## src/rtl/retospect_pkg.sv

```systemverilog
// Shared types and constants for the retospect configuration chain.
package retospect_pkg;

  typedef enum logic [1:0] {
    StIdle,
    StWaitByte,
    StShift,
    StFin
  } cfg_state_t;

  localparam logic [7:0] CRC8_POLY = 8'h07;

  localparam int unsigned CLOCKBOX_BITS = 48;
  localparam int unsigned CNB_BITS      = 19;
  localparam int unsigned NUM_CNB       = 25;

  localparam int unsigned CHAIN_LEN_DEFAULT = CLOCKBOX_BITS + NUM_CNB * CNB_BITS;

endpackage

```

## src/rtl/retospect_crc8_serial.sv

```systemverilog
// Bit-serial CRC-8 (MSB-first shift, no reflection, no final XOR, init 0).
module retospect_crc8_serial
  import retospect_pkg::*;
(
  input  logic       clk,
  input  logic       reset,
  input  logic       clr,
  input  logic       en,
  input  logic       din,
  output logic [7:0] crc
);

  logic [7:0] crc_q, crc_d;
  logic       fb;

  always_comb begin
    fb    = crc_q[7] ^ din;
    crc_d = {crc_q[6:0], 1'b0} ^ (fb ? CRC8_POLY : 8'h00);
  end

  always_ff @(posedge clk) begin
    if (reset) begin
      crc_q <= '0;
    end else if (clr) begin
      crc_q <= '0;
    end else if (en) begin
      crc_q <= crc_d;
    end
  end

  assign crc = crc_q;

endmodule

```

## src/rtl/retospect_cfg_loader.sv

```systemverilog
// Byte-stream to serial shift-chain writer for the neurochip configuration chain.
// Define RETOSPECT_CFG_READBACK_EN to build the CRC readback check on the chain tail.
module retospect_cfg_loader
  import retospect_pkg::*;
#(
  parameter int unsigned CHAIN_LEN = CHAIN_LEN_DEFAULT,
  parameter int unsigned CNT_W     = $clog2(CHAIN_LEN + 1)
) (
  input  logic       clk,
  input  logic       reset,
  input  logic       start,
  input  logic [7:0] byte_in,
  input  logic       byte_valid,
  output logic       byte_ready,
  output logic       cfg_en,
  output logic       cfg_bs,
  input  logic       bs_ret,
  output logic       busy,
  output logic       done,
  output logic [7:0] crc_tx,
  output logic [7:0] crc_rx,
  output logic       crc_match
);

  localparam logic [CNT_W-1:0] LastBit = CNT_W'(CHAIN_LEN - 1);
  localparam logic [CNT_W-1:0] CntMax  = CNT_W'(CHAIN_LEN);

  cfg_state_t       state_q, state_d;
  logic [CNT_W-1:0] cnt_q, cnt_d;
  // Bits 7..1 of the current byte; bit 0 lives in cfg_bs_q while it is on the chain.
  logic [6:0]       sr_q, sr_d;
  logic             cfg_en_q, cfg_en_d;
  logic             cfg_bs_q, cfg_bs_d;
  logic             load;
  logic             clr;

  always_comb begin
    state_d    = state_q;
    cnt_d      = cnt_q;
    sr_d       = sr_q;
    cfg_bs_d   = 1'b0;
    byte_ready = 1'b0;
    done       = 1'b0;
    load       = 1'b0;
    clr        = 1'b0;

    unique case (state_q)
      StIdle: begin
        if (start) begin
          state_d = StWaitByte;
          cnt_d   = '0;
          clr     = 1'b1;
        end
      end
      StWaitByte: begin
        byte_ready = 1'b1;
        if (byte_valid) begin
          load    = 1'b1;
          state_d = StShift;
        end
      end
      StShift: begin
        if (cnt_q != CntMax) begin
          cnt_d = cnt_q + CNT_W'(1);
        end
        if (cnt_q == LastBit) begin
          state_d = StFin;
        end else if (cnt_q[2:0] == 3'd7) begin
          // Last bit of this byte: take the next one now for gap-free streaming.
          byte_ready = 1'b1;
          if (byte_valid) begin
            load = 1'b1;
          end else begin
            state_d = StWaitByte;
          end
        end else begin
          sr_d     = {1'b0, sr_q[6:1]};
          cfg_bs_d = sr_q[0];
        end
      end
      StFin: begin
        done    = 1'b1;
        state_d = StIdle;
      end
      default: state_d = StIdle;
    endcase

    if (load) begin
      sr_d     = byte_in[7:1];
      cfg_bs_d = byte_in[0];
    end

    cfg_en_d = (state_d == StShift);
  end

  always_ff @(posedge clk) begin
    if (reset) begin
      state_q  <= StIdle;
      cnt_q    <= '0;
      sr_q     <= '0;
      cfg_en_q <= 1'b0;
      cfg_bs_q <= 1'b0;
    end else begin
      state_q  <= state_d;
      cnt_q    <= cnt_d;
      sr_q     <= sr_d;
      cfg_en_q <= cfg_en_d;
      cfg_bs_q <= cfg_bs_d;
    end
  end

  assign cfg_en = cfg_en_q;
  assign cfg_bs = cfg_bs_q;
  assign busy   = (state_q != StIdle);

`ifdef RETOSPECT_CFG_READBACK_EN
  logic match_valid_q;

  retospect_crc8_serial u_crc_tx (
    .clk   (clk),
    .reset (reset),
    .clr   (clr),
    .en    (cfg_en_q),
    .din   (cfg_bs_q),
    .crc   (crc_tx)
  );

  // Tail bits leave the chain on the same edges the head bits enter it.
  retospect_crc8_serial u_crc_rx (
    .clk   (clk),
    .reset (reset),
    .clr   (clr),
    .en    (cfg_en_q),
    .din   (bs_ret),
    .crc   (crc_rx)
  );

  always_ff @(posedge clk) begin
    if (reset) begin
      match_valid_q <= 1'b0;
    end else if (clr) begin
      match_valid_q <= 1'b0;
    end else if (state_d == StFin) begin
      match_valid_q <= 1'b1;
    end
  end

  assign crc_match = match_valid_q && (crc_tx == crc_rx);
`else
  logic unused_readback;
  assign unused_readback = bs_ret ^ clr;

  assign crc_tx    = 8'h00;
  assign crc_rx    = 8'h00;
  assign crc_match = 1'b0;
`endif

endmodule

```

## config.mk

```make
export PLATFORM = sky130hd
export DESIGN_NAME = retospect_cfg_loader
export DESIGN_NICKNAME = d
export VERILOG_FILES = /design/src/rtl/retospect_pkg.sv /design/src/rtl/retospect_crc8_serial.sv /design/src/rtl/retospect_cfg_loader.sv
export SDC_FILE = /design/constraint.sdc
export NUM_CORES = 1
export LEC_CHECK = 0
export BUFFER_PORTS_ARGS = -buffer_cell sky130_fd_sc_hd__buf_2
export CAP_MARGIN = 30
export CORE_ASPECT_RATIO = 0.8
export CORE_MARGIN = 4
export CORE_UTILIZATION = 45
export DETAILED_ROUTE_END_ITERATION = 10
export HOLD_SLACK_MARGIN = 0.05
export PLACE_DENSITY_LB_ADDON = 0.3
export SYNTH_ARGS = -nofsm -noshare
export SYNTH_HDL_FRONTEND = slang
export SYNTH_SLANG_ARGS = --single-unit
export TNS_END_PERCENT = 1
```

## constraint.sdc

```tcl
create_clock -name clk -period 2.14 [get_ports clk]
set_clock_uncertainty 0.15 [all_clocks]
set_input_delay 0.428 -clock clk [delete_from_list [all_inputs] [get_ports clk]]
set_output_delay 0.428 -clock clk [all_outputs]
set_load 0.01 [all_outputs]
```

* Word-level counts from Yosys, hierarchy flattened
Index checks and enable logic that the tools add are counted.
Storage, ports and cells: logic and storage cells 48, bits in registers 21, output and inout bits 22, bits of input ports 13
Cells by class: add/sub/neg operators 1, reduce and logical (&&, ||, !) cells 6, eq/ne operators 11, mux-type cells 25
Operator list (count):
- $mux 7 | 4
- $mux 10 | 2
- $pmux 10 s2 | 1
- $add 10x1->10 const B | 1
- $eq 10x10->1 const B | 1
- $mux 1 | 10
- $mux 2 | 5
- $ne 10x10->1 const B | 1
- $ne 2x2->1 const B | 4
- $pmux 2 s4 | 1
- $eq 2x2->1 const B | 3
- $reduce_and 3->1 | 2
- $reduce_bool 2->1 | 3
- $pmux 1 s2 | 2
- $eq 3x3->1 const B | 1
- $eq 2x1->1 const B | 1
- $logic_not 2->1 | 1

* Longest topological paths before layout
depth after elaboration 6, depth in mapped cells 9

* Worst setup path after synthesis
OpenSTA, ideal clock, no wires.
kind reg2reg, from reg state_q[0], to reg cnt_q[7], data arrival time 1.645 ns, period minus slack after synthesis 1.911 ns, stages on the path, launching flop included 10, library setup time 0.116 ns, slack 0.229 ns, cells stage by stage dfxtp_1 > inv_1 > ha_1 > buf_2 > mux2i_1 > a41o_1 > buf_2 > nor3b_1 > xnor2_1 > nor2_1
On the way: word-level cells in the longest chain between the ends 3, elaborated cells on any way between the ends 7, those cells by class eq/ne (3); mux (1); reduce/logical (3)
RTL lines:
- start, declared | line retospect_cfg_loader.sv:28 | cfg_state_t state_q, state_d;
- start signal, assigned | line retospect_cfg_loader.sv:98 | state_q <= StIdle;
- start signal, assigned | line retospect_cfg_loader.sv:104 | state_q <= state_d;
- $eq 2x2->1 / $logic_not 2->1 (equally long branches) | line retospect_cfg_loader.sv:47 | unique case (state_q)
- $ne 2x2->1 (no source line) / $reduce_bool 2->1 (equally long branches)
- $reduce_and 3->1 (no source line)
- end signal, assigned | line retospect_cfg_loader.sv:105 | cnt_q <= cnt_d;
- end, declared | line retospect_cfg_loader.sv:29 | logic [CNT_W-1:0] cnt_q, cnt_d;
Parallel ways exist; a longest one is shown, timed or not. A chain may end at the register's enable or synchronous reset.

* Final worst setup path
from reg state_q[0], to out byte_ready
On the way: word-level cells in the longest chain between the ends 2, elaborated cells on any way between the ends 3, those cells by class eq/ne (2); mux (1)
RTL lines:
- $eq 2x2->1 / $eq 2x1->1 (equally long branches) | line retospect_cfg_loader.sv:47
- $pmux 1 s2 (*) | line retospect_cfg_loader.sv:47
- end, declared | line retospect_cfg_loader.sv:14 | output logic byte_ready,
Every way passes the cells marked *; elsewhere a longest branch is shown, timed or not.

==> out/results.ini <==
[outcome]
status=finished, violations left
violations=negative setup slack

[critical_path]
worstPathRequired_ns=1.56
crit_chain=buf_4 -> ha_1 -> and2_4 -> or2_1 -> buf_2
path_max_fanout=3
cp-start-kind=register
crit_buf_inv=2
cp_top_family=simple AND/OR/NAND/NOR gates
worstSetupPathType=register to primary output
slowest_stage=dfxtp_2
critPathMaxStageDelay_ns=0.34
crit_arrival_ns=1.56
end_kind=primary output

[sta]
period_share_pct=100
max_freq_ghz=0.467
finalHoldViolations=0
fin_ws_ns=-0.000209
slew_viol_final=0
rsz0062_at_grt=true
tns_ns=-0.000209
post-route-min-period_ns=2.14
finalSetupViolations=1

[pwr]
ir_drop_v=0.000274
p_seq_share_pct=57.3
power_density_nw_per_um2=445
p_int_mw=0.510
combPwrFrac_pct=15.9
finalPower_mw=0.696
switching_share_pct=26.7
power_switching_mw=0.186
p_leak_nw=0.640
clkPwrFrac_pct=26.8

[cells_and_area]
area_delta_synth_final_pct=19.4
stdcell_area_um2=1570
finalNetCount=198
fill_cells=269
drive_gt1_share_pct=35.6
n_antenna_cell=0

[placed_design]
postPlaceCellArea_um2=1380
place.gp.congestion=0.779
hpwlAfterDp_um=1840
pre_cts_ws_ns=0.156
portBuffers=16

[floorplanning]
io_pins=35
fp.dieH_um=56.3
design.core.area_um2=2770
dieArea_um2=3850
floorplan.initialDensity_pct=47.4
num_rows=17
die_w_um=68.4

[global_routing]
grt_pass1_wl_um=4260
grt_max_degree=16
track_usage_pct=14.2
grt_overflow_total=0
antenna_found_initial=0
grt_pass1_vias=995

[clock_tree]
clock_latency_ns=0.30
cts-htree-levels=1
ctsHoldBuffers=0
cts_sinks=21
cts_root_buf=clkbuf_4
tritoncts=done
cts.clk_slew.worst_paths_ns=0.11
cts_buffers=3
clockBufferDepth=2

[job]
max-cap-violations=0

[synth]
synth-edff-count=0
synth-seq-area-share_pct=32.1
avgSynthCellArea_um2=9.04
async_flop_share_pct=0
ys.flop_type=dfxtp_1
yosysWarnings=0
syn_inst=145
synth_area_um2=1310
ys_ff_latch=21
ys_types=38

[detailed_routing]
wire_per_inst_um=12.1
routed_wl_um=2610
drcViolationCount=0
drt_iter0_markers=55
drt_pass1_iterations=4
vias=1065
viasPerCell=4.95
ant_nets=0

[hold_path]
hold_class=input pin to register

==> registers in the layout, indices dropped and copies added (netlist names) <==
| name | count |
|---|---|
| cfg_en | 1 |
| sr_q | 7 |
| cnt_q | 10 |
| cfg_bs | 1 |
| state_q | 2 |
==> power by group through the flow <==
stage	Combinational [mW]	Sequential [mW]	Clock, mW
finish	0.111	0.398	0.186
global route	0.122	0.400	0.220
CTS	0.109	0.401	0.196
detailed placement	0.0971	0.413	0
global placement	0.0947	0.412	0
floorplan	0.0940	0.411	0
==> cells in the mapped netlist (2+ instances only) <==
cell	number	area share, %
a211oi_1	3	1.7
a211oi_2	3	2.9
a21oi_1	8	3.1
and3_1	2	0.95
buf_2	2	0.76
buf_4	17	9.7
dfxtp_1	21	32
ha_1	7	6.7
inv_1	8	2.3
mux2i_1	8	6.1
nand2_1	4	1.1
nand3_1	5	1.9
nor2_1	17	4.9
nor2b_1	2	0.95
nor3_1	4	1.5
nor3b_1	2	1.1
o21ai_0	6	2.3
or3_1	3	1.4
xnor2_1	4	2.7
==> kinds of logic (layout without fill, tap and decap cells) <==
family          count (synthesis)  count (layout)  synth area share [%]
mux                             8               8                  6.11
simple gates                   46              46                  20.0
buf+inv                        29              45                  13.9
other cells                     1              17                 0.286
compound gates                 29              29                  18.2
flops                          21              21                  32.1
xor+xnor                        4               4                  2.67
fa+ha+maj                       7               7                  6.68
==> layout by cell type, fill, tap and decap left out, types with 3 or more instances in the layout <==
| master | Yosys | layout |
|---|---|---|
| nand2_1 | 4 | 4 |
| or3_1 | 3 | 3 |
| buf_2 | 2 | 16 |
| clkbuf_4 | 0 | 3 |
| o21ai_0 | 6 | 6 |
| dfxtp_2 | 0 | 4 |
| a211oi_2 | 3 | 3 |
| nor2_1 | 17 | 17 |
| dfxtp_1 | 21 | 13 |
| a211oi_1 | 3 | 3 |
| a21oi_1 | 8 | 8 |
| nand3_1 | 5 | 5 |
| xnor2_1 | 4 | 4 |
| ha_4 | 0 | 3 |
| nor3_1 | 4 | 4 |
| inv_1 | 8 | 6 |
| buf_4 | 17 | 17 |
| mux2i_1 | 8 | 8 |
| conb_1 | 1 | 17 |
| dfxtp_4 | 0 | 4 |
==> path summary, 6_finish.rpt <==
path	to	startpoint	slack, ns	depth (start not counted)
worst max register to register	sr_q[6]	cnt_q[4]	0.13	7
worst min-delay path	sr_q[6]	byte_in[7]	0.21	3
worst min register to register	cfg_bs	sr_q[0]	0.35	2
worst max-delay path	byte_ready	state_q[0]	-0.0002	5
==> worst reg2reg max path, cell delays in order (launching register included) <==
cell and delay [ns]:
dfxtp_4 0.37, nor4bb_4 0.34, a31oi_2 0.14, buf_4 0.15, buf_4 0.13, o21ai_4 0.33, mux2i_1 0.23, nor2_1 0.05
==> final cells by class <==
type                    instances  area [µm²]  share of cell area [%]
multi-input cells             111         813                    52.0
flip-flops and latches         21         440                    28.1
clock buffers                   4        26.3                    1.68
repair buffers                 33         208                    13.3
well taps                      38        47.5                    3.04
inverters                       8        30.0                    1.92
==> layer usage <==
| metal | track usage (%) | vias to the layer above | share of wire [%] |
|---|---|---|---|
| met5 | 0 | - | 0 |
| met1 | 18.2 | 489 | 44 |
| li1 | - | 538 | - |
| met3 | 4.80 | 2 | 7.0 |
| met2 | 23.2 | 36 | 49 |
| met4 | 1.98 | 0 | 0.31 |
==> through the flow <==
stage	utilization (%)	hold slack (ns)	std cells
after floorplan	-	0.311	161
after global routing	56.6	0.200	215
after detailed placement	50.0	0.329	199
after CTS	54.9	0.208	210
final	56.6	0.213	215
after global placement	50.0	0.321	199
==> timing repair <==
item,4_1_cts,5_1_grt
gates resized for setup,18,4
pin swaps,5,3
endpoints found under the setup margin,1,1
setup buffers,7,5
No activity file was read; power rests on OpenSTA's default activity.
